==> config.mk <==
export PLATFORM = sky130hd
export DESIGN_NAME = water_reminder_scheduler
export DESIGN_NICKNAME = d
export VERILOG_FILES = /design/src/rtl/water_reminder_pkg.sv /design/src/rtl/water_reminder_scheduler_bcd_down2.sv /design/src/rtl/water_reminder_scheduler.sv
export SDC_FILE = /design/constraint.sdc
export NUM_CORES = 1
export LEC_CHECK = 0
export CELL_PAD_IN_SITES_DETAIL_PLACEMENT = 1
export CELL_PAD_IN_SITES_GLOBAL_PLACEMENT = 1
export CORE_AREA = 2 2 101 74
export CTS_CLUSTER_DIAMETER = 50
export DETAILED_ROUTE_END_ITERATION = 12
export DIE_AREA = 0 0 103 76
export GPL_ROUTABILITY_DRIVEN = 1
export GPL_TIMING_DRIVEN = 0
export PLACE_DENSITY = 0.74
export SYNTH_ARGS = -nofsm -noshare
export SYNTH_HDL_FRONTEND = slang
export SYNTH_SLANG_ARGS = --single-unit
==> constraint.sdc <==
create_clock -name clk -period 4.2 [get_ports clk]
set_input_delay 0.84 -clock clk [delete_from_list [all_inputs] [get_ports clk]]
set_output_delay 0.84 -clock clk [all_outputs]
set_load 0.1 [all_outputs]
==> src/rtl/water_reminder_pkg.sv <==
// rtl/water_reminder_pkg.sv - shared types, BCD constants and BCD add helper
package water_reminder_pkg;

  typedef enum logic [1:0] {
    OFF   = 2'd0,
    RUN   = 2'd1,
    ALARM = 2'd2,
    SET   = 2'd3
  } state_t;

  localparam logic [7:0] BCD_59   = 8'h59;
  localparam logic [7:0] BCD_ZERO = 8'h00;

  // Returns {carry_out, two BCD digits}; carry_out means the sum passed 99.
  function automatic logic [8:0] bcd_add2(input logic [7:0] a, input logic [7:0] b);
    logic [4:0] lo;
    logic [4:0] hi;
    logic       c;
    lo = {1'b0, a[3:0]} + {1'b0, b[3:0]};
    c  = 1'b0;
    if (lo > 5'd9) begin
      lo = lo + 5'd6;
      c  = 1'b1;
    end
    hi = {1'b0, a[7:4]} + {1'b0, b[7:4]} + {4'd0, c};
    if (hi > 5'd9) hi = hi + 5'd6;
    return {hi[4], hi[3:0], lo[3:0]};
  endfunction

endpackage

==> src/rtl/water_reminder_scheduler_bcd_down2.sv <==
// rtl/water_reminder_scheduler_bcd_down2.sv - 2-digit BCD decrementer with wrap value
module bcd_down2
  import water_reminder_pkg::*;
#(
  parameter logic [7:0] WRAP = 8'h00
) (
  input  logic [7:0] val,
  input  logic       dec,
  output logic [7:0] next,
  output logic       borrow
);

  always_comb begin
    next   = val;
    borrow = 1'b0;
    if (dec) begin
      if (val == BCD_ZERO) begin
        next   = WRAP;
        borrow = 1'b1;
      end else if (val[3:0] == 4'd0) begin
        next = {val[7:4] - 4'd1, 4'h9};
      end else begin
        next = {val[7:4], val[3:0] - 4'd1};
      end
    end
  end

endmodule

==> src/rtl/water_reminder_scheduler.sv <==
// rtl/water_reminder_scheduler.sv - BCD countdown reminder FSM with alarm timeout and snooze
module water_reminder_scheduler
  import water_reminder_pkg::*;
#(
  parameter logic [7:0]  DEFAULT_MIN     = 8'h30,
  parameter logic [7:0]  STEP_MIN        = 8'h05,
  parameter logic [7:0]  MAX_MIN         = 8'h90,
  parameter logic [7:0]  SNOOZE_MIN      = 8'h05,
  parameter int unsigned ALARM_TIMEOUT_S = 60
) (
  input  logic       clk,
  input  logic       reset,
  input  logic       tick,
  input  logic       enable,
  input  logic       btn_mode,
  input  logic       btn_up,
  input  logic       btn_ack,
  output logic [1:0] state,
  output logic [7:0] remain_min,
  output logic [7:0] remain_sec,
  output logic [7:0] interval_min,
  output logic       alarm,
  output logic       alarm_start,
  output logic [3:0] missed
);

  state_t     state_q, state_n;
  logic [7:0] rmin_n, rsec_n, int_n;
  logic [3:0] missed_n;
  logic [6:0] age_q, age_n;
  logic [7:0] sec_next, min_next;
  logic       sec_borrow, min_borrow;
  logic [8:0] up_sum;

  bcd_down2 #(.WRAP(BCD_59)) u_sec (
    .val(remain_sec), .dec(1'b1), .next(sec_next), .borrow(sec_borrow)
  );

  // Minutes only step when seconds borrow; a borrow out of 00:00 means nothing is left.
  bcd_down2 #(.WRAP(BCD_ZERO)) u_min (
    .val(remain_min), .dec(sec_borrow), .next(min_next), .borrow(min_borrow)
  );

  assign up_sum = bcd_add2(interval_min, STEP_MIN);

  always_comb begin
    state_n  = state_q;
    rmin_n   = remain_min;
    rsec_n   = remain_sec;
    int_n    = interval_min;
    missed_n = missed;
    age_n    = age_q;
    if (!enable) begin
      state_n = OFF;
      rmin_n  = BCD_ZERO;
      rsec_n  = BCD_ZERO;
    end else begin
      case (state_q)
        OFF: begin
          if (btn_mode) begin
            state_n = SET;
          end else begin
            state_n = RUN;
            rmin_n  = interval_min;
            rsec_n  = BCD_ZERO;
          end
        end
        RUN: begin
          if (btn_mode) begin
            state_n = SET;
          end else if (tick) begin
            rmin_n = min_next;
            rsec_n = sec_next;
            if ((remain_min == BCD_ZERO && remain_sec == 8'h01) || min_borrow) begin
              rmin_n  = BCD_ZERO;
              rsec_n  = BCD_ZERO;
              state_n = ALARM;
            end
          end
        end
        ALARM: begin
          if (btn_mode) begin
            state_n = SET;
          end else if (btn_ack) begin
            state_n = RUN;
            rmin_n  = interval_min;
            rsec_n  = BCD_ZERO;
          end else if (tick) begin
            if (age_q == 7'(ALARM_TIMEOUT_S - 1)) begin
              missed_n = (missed == 4'd9) ? 4'd9 : missed + 4'd1;
              state_n  = RUN;
              rmin_n   = SNOOZE_MIN;
              rsec_n   = BCD_ZERO;
            end else begin
              age_n = age_q + 7'd1;
            end
          end
        end
        SET: begin
          if (btn_mode) begin
            state_n = RUN;
            rmin_n  = interval_min;
            rsec_n  = BCD_ZERO;
          end else if (btn_up) begin
            int_n = (up_sum[8] || up_sum[7:0] > MAX_MIN) ? STEP_MIN : up_sum[7:0];
          end
        end
        default: state_n = OFF;
      endcase
    end
    if (state_n != ALARM) age_n = 7'd0;
  end

  always_ff @(posedge clk or posedge reset) begin
    if (reset) begin
      state_q      <= OFF;
      remain_min   <= BCD_ZERO;
      remain_sec   <= BCD_ZERO;
      interval_min <= DEFAULT_MIN;
      missed       <= 4'd0;
      age_q        <= 7'd0;
      alarm        <= 1'b0;
      alarm_start  <= 1'b0;
    end else begin
      state_q      <= state_n;
      remain_min   <= rmin_n;
      remain_sec   <= rsec_n;
      interval_min <= int_n;
      missed       <= missed_n;
      age_q        <= age_n;
      alarm        <= (state_n == ALARM);
      alarm_start  <= (state_n == ALARM) && (state_q != ALARM);
    end
  end

  assign state = state_q;

endmodule

==> flow_results.org <==
** Run status
- Status :: finished clean

** GRT
- Maximum number of pins on one net before global-route repair :: 40
- Global routing finished with a remaining overflow of 0.
- The first global-routing pass estimated 12800 microns of wire.
- Number of antenna violations at the first check in global routing :: 0
- Via count of the first global-routing pass :: 2572
- Total Routing Usage GR :: 0.202

** Finish
- The repair_antennas step left the layout with diodes totalling 0.
- The library cell used most frequently in the layout, excluding fill and tap cells, is nand2_1.
- Number of nets in the layout :: 384
- Relative to the synthesized area, the layout overhead comes to 21.3%.
- Number of inserted filler cells in the final layout :: 859
- In the layout the commonest cells are nand2_1 (40), dfrtp_1 (37), clkdlybuf4s50_1 (37).
- Of the cells placed in the final design, the portion with a size suffix greater than 1 is 0.0833.
- Excluding fillers, the count of instances in the completed layout stands at 458.

** Floorplanning
- Number of primary I/O pins :: 39
- The die covers 0.00783 sq mm.
- Die extent in y :: 76 microns
- Row Count :: 26
- For this configuration, the core starts out at a cell density of 0.393.
- Die Width :: 103 microns
- Core box area :: 0.00696 sq mm

** Timing
- Maximum frequency from static timing analysis :: 0.269 GHz
- The final number of max-transition violations is 0.
- Setup repair after global routing left no endpoint under its margin.
- Setup violations remaining at the end of the flow were counted as 0.
- Between clock sinks in the finished design, the worst skew comes to 0.00791 ns.
- Fin. Hold Viols :: 0
- The worst path needs 3.71 ns of the cycle, external delays included.
- Relative max-transition margin :: 0.344
- Dividing the final minimum period by the clock period gives 0.884.
- In the final timing run, aggregate negative setup slack is 0 ns.
- Post-layout worst setup margin :: 0.486 ns
- Worst Tran Pin Value :: 0.981 ns

** Yosys
- Top_reg_cell synth :: dfrtp_1
- Of the synthesized area, sequential elements account for 0.357.
- Counting flops with an async set or reset pin after synthesis yields a share of 1.00.
- Averaged over all synthesized cells, the footprint is 8.69 sq um.
- Yosys printed 0 warnings.
- Netlist area before placement :: 0.00274 sq mm
- Post-Syn Instances :: 315
- Flops & latches, synth :: 39
- Yosys mapped the design onto 63 distinct sky130hd cell types.
- Number of enable-type register cells in the synthesized netlist :: 0
- Synthesized netlist net count :: 340

** Placed design
- Prior to clock tree synthesis, the placed netlist has a worst setup slack of 0.567 ns.
- Summed over all nets, the half-perimeter wirelength after detailed placement is 5700 microns.
- At the end of routability-driven placement, the weighted congestion stood at 0.852.
- Placed Cells :: 450
- Buffers placed on the I/O ports in this run total 37.

** Clock network
- Htree depth :: 2
- Once the clock tree was built, the resizer swapped 0 gates to a different size.
- Total CTS buffers :: 5
- Clock-pin slew was measured on the worst setup and hold paths at 0.09 ns.
- The clock passes through at most 2 buffers.
- Hold repair after CTS inserted 0 buffers.
- Counting every sink on the clock net gives 39.
- Master cell of the clock root buffer :: clkbuf_8
- Setup Buffers After CTS :: 0
- Clock tree from TritonCTS :: done
- The clock reaches the later pin of the worst-skew pair after 0.29 ns.

** Setup path
- The worst setup path is of the reg2reg kind.
- Worst Path Max Fanout :: 7
- The worst setup path is captured at a register.
- In this run the register-to-register setup slack is 0.49 ns.
- Data arrives at the worst endpoint at 3.95 ns.
- Crit start category :: register
- Critical path required time :: 4.43 ns

** Routing
- After detailed routing, the total wire length is 7520 microns.
- Total via count after detailed routing :: 2506
- Wire length on met2 :: 3150 microns
- Per-cell via count in the routed design :: 5.47
- Dividing the detail-routed wire length by the instance count gives 16.4 microns.
- Detailed routing placed a total of 252 microns of wire on met3.
- Uppermost layer routed :: met4
- Initial drt markers :: 110
- Residual antenna-violating net count after detailed routing :: 0
- After detailed routing, the number of remaining DRC violations is 0.
- For this block, wires on met1 add up to 4070 microns.
- The pre-antenna-repair detailed-routing pass consisted of 4 iterations.

** Hold path
- Type of the most critical hold path :: reg2reg

** Run
- Maxcap violations :: 0

** Power and ir drop
- In this run the static leakage power is 1.42 nW.
- Power spread over the standard cell area amounts to 746 mW/mm^2.
- Across the VDD grid, the largest voltage drop is 0.000523 V.
==> logic make-up (layout without fill, tap and decap cells) <==
| kind of cell | count (synthesis) | count (layout) | share of synthesized area |
|---|---|---|---|
| mux | 4 | 4 | 0.0155 |
| buf+inv | 29 | 74 | 0.0425 |
| simple gates | 127 | 127 | 0.254 |
| xor+xnor | 12 | 12 | 0.0384 |
| flops | 39 | 39 | 0.357 |
| compound gates | 86 | 86 | 0.210 |
| fa+ha+maj | 18 | 18 | 0.0823 |
==> stage by stage <==
step | hold slack [ns] | cell area [sq um] | total power, mW | utilization
2_1_floorplan | 0.506 | 2740 | 1.80 | -
3_3_place_gp | 0.494 | 3230 | 2.16 | 0.464
3_5_place_dp | 0.497 | 3230 | 2.20 | 0.464
4_1_cts | 0.517 | 3320 | 2.48 | 0.477
5_1_grt | 0.547 | 3320 | 2.65 | 0.477
6_report | 0.514 | 3320 | 2.48 | 0.477
==> report_power, final <==
| part | leakage [nW] | switching, mW | internal, mW |
|---|---|---|---|
| Combinational | 0.861 | 1.17 | 0.486 |
| Clock | 0.0482 | 0.140 | 0.133 |
| Sequential | 0.514 | 0.0968 | 0.450 |
==> final cells by class <==
class / instances / area, sq um / area share
timing repair buffer: 37 / 370 / 0.111
inverter: 22 / 82.6 / 0.0249
clock buffer: 7 / 86.3 / 0.0260
sequential: 39 / 978 / 0.295
multi-input combinational: 247 / 1640 / 0.495
buffer: 7 / 33.8 / 0.0102
clock inverter: 1 / 5.00 / 0.00151
tap: 98 / 123 / 0.0369
==> state kept, by name, summed over array words and instances, names as in the netlist <==
register / cells
age_q: 7
alarm: 1
alarm_start: 1
interval_min: 8
missed: 4
remain_min: 8
remain_sec: 8
state: 2
==> final timing paths <==
check                                     start              end  cells past startpoint
worst min-delay path                  missed[3]        missed[3]                      1
worst min register to register        missed[3]        missed[3]                      1
max in group asynchronous                 reset    remain_sec[0]                      2
worst max-delay path            interval_min[0]  interval_min[6]                     12
min in group asynchronous                 reset            alarm                      2
worst max register to register  interval_min[0]  interval_min[6]                     12
==> metal layers <==
metal  vias to the layer above  track usage
met1                      1229        0.317
met5                         -            0
met4                         0       0.0395
met3                         6       0.0367
met2                        48        0.289
li1                       1223            -
==> worst max-delay path, cell delays in order (launching register included) <==
cell and delay (ns):
dfrtp_1 0.48, ha_1 0.28, nand2b_1 0.19, a21oi_1 0.31, inv_1 0.10, ha_1 0.22
ha_1 0.26, xnor2_1 0.32, ha_1 0.29, a21oi_1 0.17, a311oi_2 0.61, nor2b_1 0.26
a22o_1 0.15
==> synth_stat cells, types with 3 or more instances <==
library cell  count  share of area
nor3_1            6          0.011
nand2b_1          7          0.016
and3_1            6          0.014
xnor2_1           8          0.026
nor2b_1           5          0.011
buf_2             3         0.0055
xor2_1            4          0.013
a31oi_1           5          0.011
nor2_1           21          0.029
o22a_1            3         0.0096
ha_1             18          0.082
nor3b_1           7          0.019
dfrtp_1          37           0.34
o21ai_0          16          0.029
a22o_1            3         0.0096
o21a_1            5          0.014
a21oi_1          21          0.038
or3_1             3         0.0069
o31ai_1          10          0.027
nand3_1           7          0.013
clkbuf_1          3         0.0041
inv_1            21          0.029
nand2_1          40          0.055
nand4_1           3         0.0069
(Power assumes the default switching activity.)
